<file path="config.mk">
export PLATFORM = sky130hd
export DESIGN_NAME = game_ctrl_flat
export DESIGN_NICKNAME = d
export VERILOG_FILES = /design/src/rtl/game_ctrl_if.sv /design/src/rtl/game_ctrl.sv /design/src/flat_wrapper.sv
export SDC_FILE = /design/constraint.sdc
export NUM_CORES = 1
export LEC_CHECK = 0
export BUFFER_PORTS_ARGS = -buffer_cell sky130_fd_sc_hd__buf_2
export CORE_ASPECT_RATIO = 0.6
export CORE_UTILIZATION = 51
export CTS_BUF_LIST = sky130_fd_sc_hd__clkbuf_4
export DETAILED_ROUTE_END_ITERATION = 8
export GPL_ROUTABILITY_DRIVEN = 0
export PLACE_DENSITY = 0.8
export SLEW_MARGIN = 20
export SYNTH_ARGS = -nofsm -noshare
export SYNTH_HDL_FRONTEND = slang
export SYNTH_SLANG_ARGS = --single-unit
</file>
<file path="constraint.sdc">
create_clock -name clock -period 3.09 [get_ports clock]
set_clock_uncertainty 0.1 [all_clocks]
set_input_delay 0.1545 -clock clock [delete_from_list [all_inputs] [get_ports clock]]
set_output_delay 0.1545 -clock clock [all_outputs]
set_load 0.02 [all_outputs]
</file>
<file path="src/rtl/game_ctrl_if.sv">
// Bundle between the Breakout sequencer and its neighbours: debounced buttons,
// ball-mover status/control, and the HUD-facing counters and state.
interface game_ctrl_if;
  logic        start_btn;
  logic        pause_btn;
  logic        endgame;
  logic        block_destroyed;
  logic        ball_run;
  logic        move_en;
  logic [1:0]  lives;
  logic [5:0]  blocks_left;
  logic [15:0] score;
  logic [2:0]  state;
  logic        game_over;
  logic        game_won;

  // master: the board/bench side that drives buttons and mover status
  modport master (
    output start_btn, pause_btn, endgame, block_destroyed,
    input  ball_run, move_en, lives, blocks_left, score, state, game_over, game_won
  );

  modport slave (
    input  start_btn, pause_btn, endgame, block_destroyed,
    output ball_run, move_en, lives, blocks_left, score, state, game_over, game_won
  );
endinterface

</file>
<file path="src/rtl/game_ctrl.sv">
// Breakout game sequencer: run/pause/lose/serve flow, lives, blocks and score.
// Define SCORE_BCD_EN to keep the score as four packed BCD digits instead of binary.
module game_ctrl #(
    parameter int LIVES            = 3,
    parameter int N_BLOCKS         = 40,
    parameter int POINTS_PER_BLOCK = 1,
    parameter int RESPAWN_CYCLES   = 25000000
) (
    input logic         clock,
    input logic         reset,
    game_ctrl_if.slave  bus
);
    typedef enum logic [2:0] {
        IDLE  = 3'd0,
        PLAY  = 3'd1,
        PAUSE = 3'd2,
        LOSE  = 3'd3,
        SERVE = 3'd4,
        OVER  = 3'd5,
        WIN   = 3'd6
    } state_t;

    localparam int CW = (RESPAWN_CYCLES > 1) ? $clog2(RESPAWN_CYCLES) : 1;
    localparam logic [CW-1:0] RESP_LOAD   = CW'(RESPAWN_CYCLES - 1);
    localparam logic [1:0]    LIVES_INIT  = 2'(LIVES);
    localparam logic [5:0]    BLOCKS_INIT = 6'(N_BLOCKS);

    state_t        state_q, state_n;
    logic [1:0]    lives_q, lives_n;
    logic [5:0]    blocks_q, blocks_n;
    logic [15:0]   score_q, score_n;
    logic [CW-1:0] cnt_q, cnt_n;
    logic          start_prev, pause_prev;
    logic          start_press, pause_press;
    logic          run_n, men_n, over_n, won_n;

    assign start_press = bus.start_btn & ~start_prev;
    assign pause_press = bus.pause_btn & ~pause_prev;

    function automatic logic [15:0] score_inc(input logic [15:0] s);
        logic [15:0] r;
`ifdef SCORE_BCD_EN
        logic [4:0] d;
        logic [4:0] add;
        r   = s;
        add = 5'(POINTS_PER_BLOCK);
        for (int i = 0; i < 4; i++) begin
            d = {1'b0, s[4*i +: 4]} + add;
            if (d > 5'd9) begin
                r[4*i +: 4] = 4'(d - 5'd10);
                add         = 5'd1;
            end else begin
                r[4*i +: 4] = d[3:0];
                add         = 5'd0;
            end
        end
        if (add != 5'd0) r = 16'h9999;
`else
        logic [16:0] sum;
        sum = {1'b0, s} + 17'(POINTS_PER_BLOCK);
        r   = sum[16] ? 16'hFFFF : sum[15:0];
`endif
        return r;
    endfunction

    always_comb begin
        state_n  = state_q;
        lives_n  = lives_q;
        blocks_n = blocks_q;
        score_n  = score_q;
        cnt_n    = cnt_q;
        case (state_q)
            IDLE:  if (start_press) state_n = PLAY;
            PLAY: begin
                // The block is banked before any loss so a last-moment hit still scores.
                if (bus.block_destroyed && blocks_q != 6'd0) begin
                    blocks_n = blocks_q - 6'd1;
                    score_n  = score_inc(score_q);
                end
                if (bus.block_destroyed && blocks_q == 6'd1) begin
                    state_n = WIN;
                end else if (bus.endgame) begin
                    state_n = LOSE;
                    lives_n = (lives_q != 2'd0) ? lives_q - 2'd1 : 2'd0;
                    cnt_n   = RESP_LOAD;
                end else if (pause_press) begin
                    state_n = PAUSE;
                end
            end
            PAUSE: if (pause_press) state_n = PLAY;
            LOSE: begin
                if (cnt_q == '0) state_n = (lives_q == 2'd0) ? OVER : SERVE;
                else             cnt_n   = cnt_q - 1'b1;
            end
            SERVE: if (start_press) state_n = PLAY;
            OVER:  if (start_press) state_n = IDLE;
            WIN:   if (start_press) state_n = IDLE;
            default: state_n = IDLE;
        endcase

        // Counters are re-armed whenever the game sits in (or returns to) IDLE.
        if (state_n == IDLE) begin
            lives_n  = LIVES_INIT;
            blocks_n = BLOCKS_INIT;
            score_n  = 16'd0;
            cnt_n    = '0;
        end

        run_n  = (state_n == PLAY) || (state_n == PAUSE) || (state_n == LOSE) ||
                 (state_n == OVER) || (state_n == WIN);
        men_n  = (state_n == PLAY);
        over_n = (state_n == OVER);
        won_n  = (state_n == WIN);
    end

    always_ff @(posedge clock) begin
        if (reset) begin
            state_q       <= IDLE;
            lives_q       <= LIVES_INIT;
            blocks_q      <= BLOCKS_INIT;
            score_q       <= 16'd0;
            cnt_q         <= '0;
            start_prev    <= 1'b0;
            pause_prev    <= 1'b0;
            bus.ball_run  <= 1'b0;
            bus.move_en   <= 1'b0;
            bus.game_over <= 1'b0;
            bus.game_won  <= 1'b0;
        end else begin
            state_q       <= state_n;
            lives_q       <= lives_n;
            blocks_q      <= blocks_n;
            score_q       <= score_n;
            cnt_q         <= cnt_n;
            start_prev    <= bus.start_btn;
            pause_prev    <= bus.pause_btn;
            bus.ball_run  <= run_n;
            bus.move_en   <= men_n;
            bus.game_over <= over_n;
            bus.game_won  <= won_n;
        end
    end

    assign bus.state       = state_q;
    assign bus.lives       = lives_q;
    assign bus.blocks_left = blocks_q;
    assign bus.score       = score_q;
endmodule

</file>
<file path="src/flat_wrapper.sv">
// flat-port wrapper written by rule: the top's interface ports become plain ports
module game_ctrl_flat 
#(
    parameter int LIVES            = 3,
    parameter int N_BLOCKS         = 40,
    parameter int POINTS_PER_BLOCK = 1,
    parameter int RESPAWN_CYCLES   = 25000000
)
  (clock, reset, bus_start_btn, bus_pause_btn, bus_endgame, bus_block_destroyed, bus_ball_run, bus_move_en, bus_lives, bus_blocks_left, bus_score, bus_state, bus_game_over, bus_game_won);
  game_ctrl_if bus_i ();
  input logic clock;
  input logic reset;
  input wire logic [$bits(bus_i.start_btn)-1:0] bus_start_btn;
  input wire logic [$bits(bus_i.pause_btn)-1:0] bus_pause_btn;
  input wire logic [$bits(bus_i.endgame)-1:0] bus_endgame;
  input wire logic [$bits(bus_i.block_destroyed)-1:0] bus_block_destroyed;
  output wire logic [$bits(bus_i.ball_run)-1:0] bus_ball_run;
  output wire logic [$bits(bus_i.move_en)-1:0] bus_move_en;
  output wire logic [$bits(bus_i.lives)-1:0] bus_lives;
  output wire logic [$bits(bus_i.blocks_left)-1:0] bus_blocks_left;
  output wire logic [$bits(bus_i.score)-1:0] bus_score;
  output wire logic [$bits(bus_i.state)-1:0] bus_state;
  output wire logic [$bits(bus_i.game_over)-1:0] bus_game_over;
  output wire logic [$bits(bus_i.game_won)-1:0] bus_game_won;
  assign bus_i.start_btn = bus_start_btn;
  assign bus_i.pause_btn = bus_pause_btn;
  assign bus_i.endgame = bus_endgame;
  assign bus_i.block_destroyed = bus_block_destroyed;
  assign bus_ball_run = bus_i.ball_run;
  assign bus_move_en = bus_i.move_en;
  assign bus_lives = bus_i.lives;
  assign bus_blocks_left = bus_i.blocks_left;
  assign bus_score = bus_i.score;
  assign bus_state = bus_i.state;
  assign bus_game_over = bus_i.game_over;
  assign bus_game_won = bus_i.game_won;
  game_ctrl #(.LIVES(LIVES), .N_BLOCKS(N_BLOCKS), .POINTS_PER_BLOCK(POINTS_PER_BLOCK), .RESPAWN_CYCLES(RESPAWN_CYCLES)) u_core (.clock(clock), .reset(reset), .bus(bus_i));
endmodule
</file>
### Word-level counts from Yosys, hierarchy flattened

Index checks and enable logic that the tools add are counted.

* reduce and logical (&&, ||, !) cells: 19
* equal/unequal tests: 15
* muxes and demuxes: 15
* add/sub/neg operators: 4
* bitwise gates (word level): 5

Operator list (number)
* $mux W25: 3
* $pmux W25 S2: 1
* $logic_not A25 Y1: 1
* $sub A25 B1 Y25 const B: 1
* $mux W3: 7
* $add A16 B1 Y17 const B: 1
* $mux W16: 1
* $eq A3 B3 Y1 const B: 5
* $pmux W3 S5: 1
* $eq A3 B2 Y1 const B: 4
* $eq A3 B1 Y1 const B: 2
* $eq A6 B1 Y1 const B: 1
* $logic_not A3 Y1: 2
* $ne A2 B2 Y1 const B: 3
* $reduce_bool A6 Y1: 1
* $reduce_or A2 Y1: 3
* $sub A6 B1 Y6 const B: 1
* $logic_or A1 B1 Y1: 4
* $reduce_and A4 Y1: 1
* $reduce_bool A2 Y1: 2
* $not A1 Y1: 3
* $reduce_and A3 Y1: 1
* $and A1 B1 Y1: 2
* $logic_and A1 B1 Y1: 2
* 5 further kinds: 5

* bits in registers: 58
* bits of input ports: 6
* output and inout bits: 31
* word-level logic and storage cells: 69

### Logic depth before layout (Yosys ltp)

* word-level depth: 11
* depth in mapped cells: 11
* depth with buffers taken out: 8

### Worst setup path after synthesis

No wires, ideal clock.

* kind: flip-flop to flip-flop
* start: register u_core.cnt_q[0]
* end: register u_core.lives_q[0] (netlist: u_core.bus.lives[0])
* data required time: 2.870 ns
* cell stages (with the launch flop): 11
* buffers on the path: 2
* setup slack: 0.686 ns
* arrival time: 2.185 ns
* cells stage by stage: dfxtp_1 > inv_1 > ha_1 > or4b_1 > and4b_1 > buf_4 > a31oi_4 > a211oi_4 > nor2_2 > buf_6 > a211o_1

* cells in the longest elaborated chain, start to end: 5

RTL lines
* start: declaration: line game_ctrl.sv:32 `logic [CW-1:0] cnt_q, cnt_n;`
* start signal: assignment: line game_ctrl.sv:134 `cnt_q <= cnt_n;`
* $logic_not A25 Y1: line game_ctrl.sv:92 `if (cnt_q == '0) state_n = (lives_q == 2'd0) ? OVER : SERVE;`
* $mux W3: line game_ctrl.sv:92
* $pmux W3 S5: line game_ctrl.sv:72 `case (state_q)`
* $logic_not A3 Y1: line game_ctrl.sv:102 `if (state_n == IDLE) begin`
* $reduce_or A2 Y1 (no line)
* end signal: assignment: line game_ctrl.sv:131 `lives_q <= lives_n;`
* end: declaration: line game_ctrl.sv:29 `logic [1:0] lives_q, lives_n;`

No other way between the ends.
A chain may end at the register's enable or synchronous reset.

### Final worst setup path

* start: register u_core.cnt_q[0]
* end: register u_core.score_q[14] (netlist: u_core.bus.score[14])

* cells in the longest elaborated chain, start to end: 5

RTL lines
* $logic_not A25 Y1: line game_ctrl.sv:92
* $mux W3: line game_ctrl.sv:92
* $pmux W3 S5: line game_ctrl.sv:72
* $logic_not A3 Y1: line game_ctrl.sv:102
* $reduce_or A2 Y1 (no line)
* end signal: assignment: line game_ctrl.sv:133 `score_q <= score_n;`
* end: declaration: line game_ctrl.sv:31 `logic [15:0] score_q, score_n;`

No other way between the ends.

==> results.md <==
- Status: finished clean
- Sink Count: 58
- Final Non-Filler Cells: 460
- XOR/XNOR Fraction of Synth Area: 0.0975
- Count of cell types in the netlist: 54
- Die area: 6130 um^2
- Diode count: 0
- Post-synth top flop: dfxtp_1
- Fmax: 363 MHz
- Crit start category: flip-flop
- Root Driver: clkbuf_4
- Synth top area cells: dfxtp_1 39%, xor2_1 6.2%, a21oi_2 4.4%, xnor2_1 3.5%, nor2_1 3.3%
- DRT iter0 DRCs: 130
- Synth Register Bits: 58
- Final Max Tran Viols: 0
- CP Class: flip-flop to flip-flop
- Chip width: 100 um
- Slew margin rel.: 0.520
- HP Start: bus_endgame
- # rows: 21
- Placed cell areas: 3240 um^2
- Num CTS Buffers: 9
- Worst-Margin Slew: 0.713 ns
- Setup ws final: 0.333 ns
- Complex-gate fraction of the synthesized area: 0.160
- Critical path capture point type: flip-flop
- Share of cells above drive strength 1: 0.234
- First-pass GRT wire length: 11100 um
- GRT Util Overall: 0.239
- Mapped cell area: 2970 um^2
- Detailed Route WL: 6630 um
- Min Tclk post-route: 2.76 ns
- Antenna-violating nets left: 0
- Logic pwr share: 0.231
- Post-synthesis mux area share: 0.0105
- Synth Area in Simple Gates: 0.286
- Reg power frac: 0.464
- Post-Place Cells: 439
- Critical Path Start: u_core.cnt_q[0]
- Final setup viols: 0
- Worst r2r src: u_core.cnt_q[0]
- DR vias/cell: 5.61
- Critical Path Fanout Max: 34
- CTS resizes: 0
- NetSw: 0.578 mW
- RSZ-0062 raised after global routing: false
- Buffers on Ports: 36
- Pre-CTS WS: 0.362 ns
- Critical Path AT: 2.99 ns
- Largest net degree at the start of global routing: 35
- Initial antenna violation count: 0
- Clock Tree Buf Depth: 2
- Worst vdd ir: 0.323 mV
- Adder-cell share of the synthesized area: 0.0211
- Final hold vios: 0
- Fill cells: 502
- Top-count cell post-synth: dfxtp_1
- Max Cap Viol: 0
- CTS tree: built
- Die Ht: 61.1 um
- Period utilization: 0.892
- Post-synthesis cell count: 329
- I/O pins: 37
- Yosys top cell area share: 0.392
- FF+latch area: 1160 um^2
- Most frequent cells after synthesis: 58 x dfxtp_1, 26 x nor2_1, 21 x xor2_1
- Core ar.: 5600 um^2
- Hpwl dp: 4750 um
- Syn_nets: 340
- Nets: 386
- Yosys warns: 0
- WL/cell: 14.4 um
- Worst Path Required: 3.32 ns
- Vias in the first global route: 2290
- Asr flop ratio synth: 0
- Clock share of power: 0.305
- Drc violations: 0
- Pwr/cell area: 517 nW/um^2
- Clock Latency Late Sink: 0.41 ns
- Mean Syn Cell Area: 9.01 um^2
- Worst-path clk slew: 0.10 ns
- Starting Density: 0.530
- Setup TNS: 0 ns
- Hold-fix buffers at CTS: 5
- Vias: 2581
- H-Tree Level Count: 3
- Multi-input logic area: 1710 um^2
- Hold Crit Class: primary input to flip-flop
- Gr ovfl total: 0
- Net Sw Frac: 0.327
- EDFF count, synth: 0
- P&R area growth vs syn: 15.4%
- 1st-pass router iterations: 5
- Internal: 1.19 mW
- Post-synthesis sequential area ratio: 0.392
- Yosys top cell by area: dfxtp_1
- Main combinational cell family by area after synthesis: simple AND/OR/NAND/NOR gates
- Number of setup buffers added after CTS: 0
- LEAKAGE: 1.28 nW
- Fin area: 3420 um^2
## worst max-delay path: stages, from the launching register on
cell,delay [ns]
dfxtp_1,0.34
inv_1,0.08
ha_1,0.20
or4b_1,0.46
and4b_1,0.42
a31oi_4,0.14
a211oi_4,0.36
nor2_4,0.12
buf_12,0.22
nor3_1,0.23
## per-stage QoR
| step | power (mW) | hold slack, ns | util |
|---|---|---|---|
| final | 1.77 | 0.226 | 0.611 |
| after global routing | 1.86 | 0.246 | 0.611 |
| after CTS | 1.77 | 0.209 | 0.611 |
| after detailed placement | 1.24 | 0.307 | 0.579 |
| after global placement | 1.23 | 0.297 | 0.579 |
| after floorplan | 1.15 | 0.183 | - |
## kinds of logic (layout without fill, tap and decap cells)
kind of cell | after synthesis | in the layout
compound gates | 64 | 64
mux | 3 | 3
xor+xnor | 33 | 33
buf+inv | 19 | 70
simple gates | 147 | 147
flops | 58 | 58
fa+ha+maj | 5 | 5
## metal layers
metal,vias to the layer above,GRT usage,wire length (um)
li1,1283,-,-
met1,1209,0.344,3560
met2,79,0.343,2580
met3,10,0.0715,397
met4,0,0.0766,88
met5,-,0,0
## cell usage in the layout, fill, tap and decap left out, types with 6 or more instances in the layout
cell      count
inv_1         6
xor2_1       21
buf_2        36
a21oi_2      15
xnor2_1      12
dfxtp_1      58
or3_1         6
nand4_1       7
o21ai_0       8
nor3b_1       8
a31oi_1       7
nand2_1      20
a21oi_1      14
nor2_1       26
buf_4         6
nor3_1       12
clkbuf_4     10
nand3_1       9
and2_1        6
nor4_1        9
## final timing paths
| check | slack, ns | cells after the start | end |
|---|---|---|---|
| setup reg to reg | 0.33 | 9 | u_core.bus.score[14] |
| hold / removal | 0.23 | 4 | u_core.bus.state[0] |
| setup / recovery | 0.33 | 9 | u_core.bus.score[14] |
| hold reg to reg | 0.39 | 2 | u_core.cnt_q[0] |
## final cells by class
| class | instances | area share |
|---|---|---|
| multi-input cells | 252 | 0.500 |
| flip-flops and latches | 58 | 0.339 |
| repair buffers | 48 | 0.0863 |
| clock buffers | 10 | 0.0219 |
| clock inverters | 6 | 0.0168 |
| inverters | 6 | 0.00658 |
| well taps | 80 | 0.0293 |
## power groups by stage
stage                     clock network [mW]  registers, mW  logic (mW)
after global placement                     0          0.837       0.393
after CTS                              0.548          0.821       0.406
after floorplan                            0          0.837       0.316
final                                  0.540          0.821       0.408
after detailed placement                   0          0.838       0.399
after global routing                   0.586          0.827       0.451
## flip-flops by register name, summed over array words and instances (netlist names)
register                count
u_core.cnt_q               25
u_core.bus.score           16
u_core.bus.blocks_left      6
u_core.bus.state            3
u_core.bus.lives            2
u_core.bus.ball_run         1
u_core.bus.game_over        1
u_core.bus.game_won         1
u_core.bus.move_en          1
u_core.pause_prev           1
u_core.start_prev           1
Power figures use the tool's default switching activity.
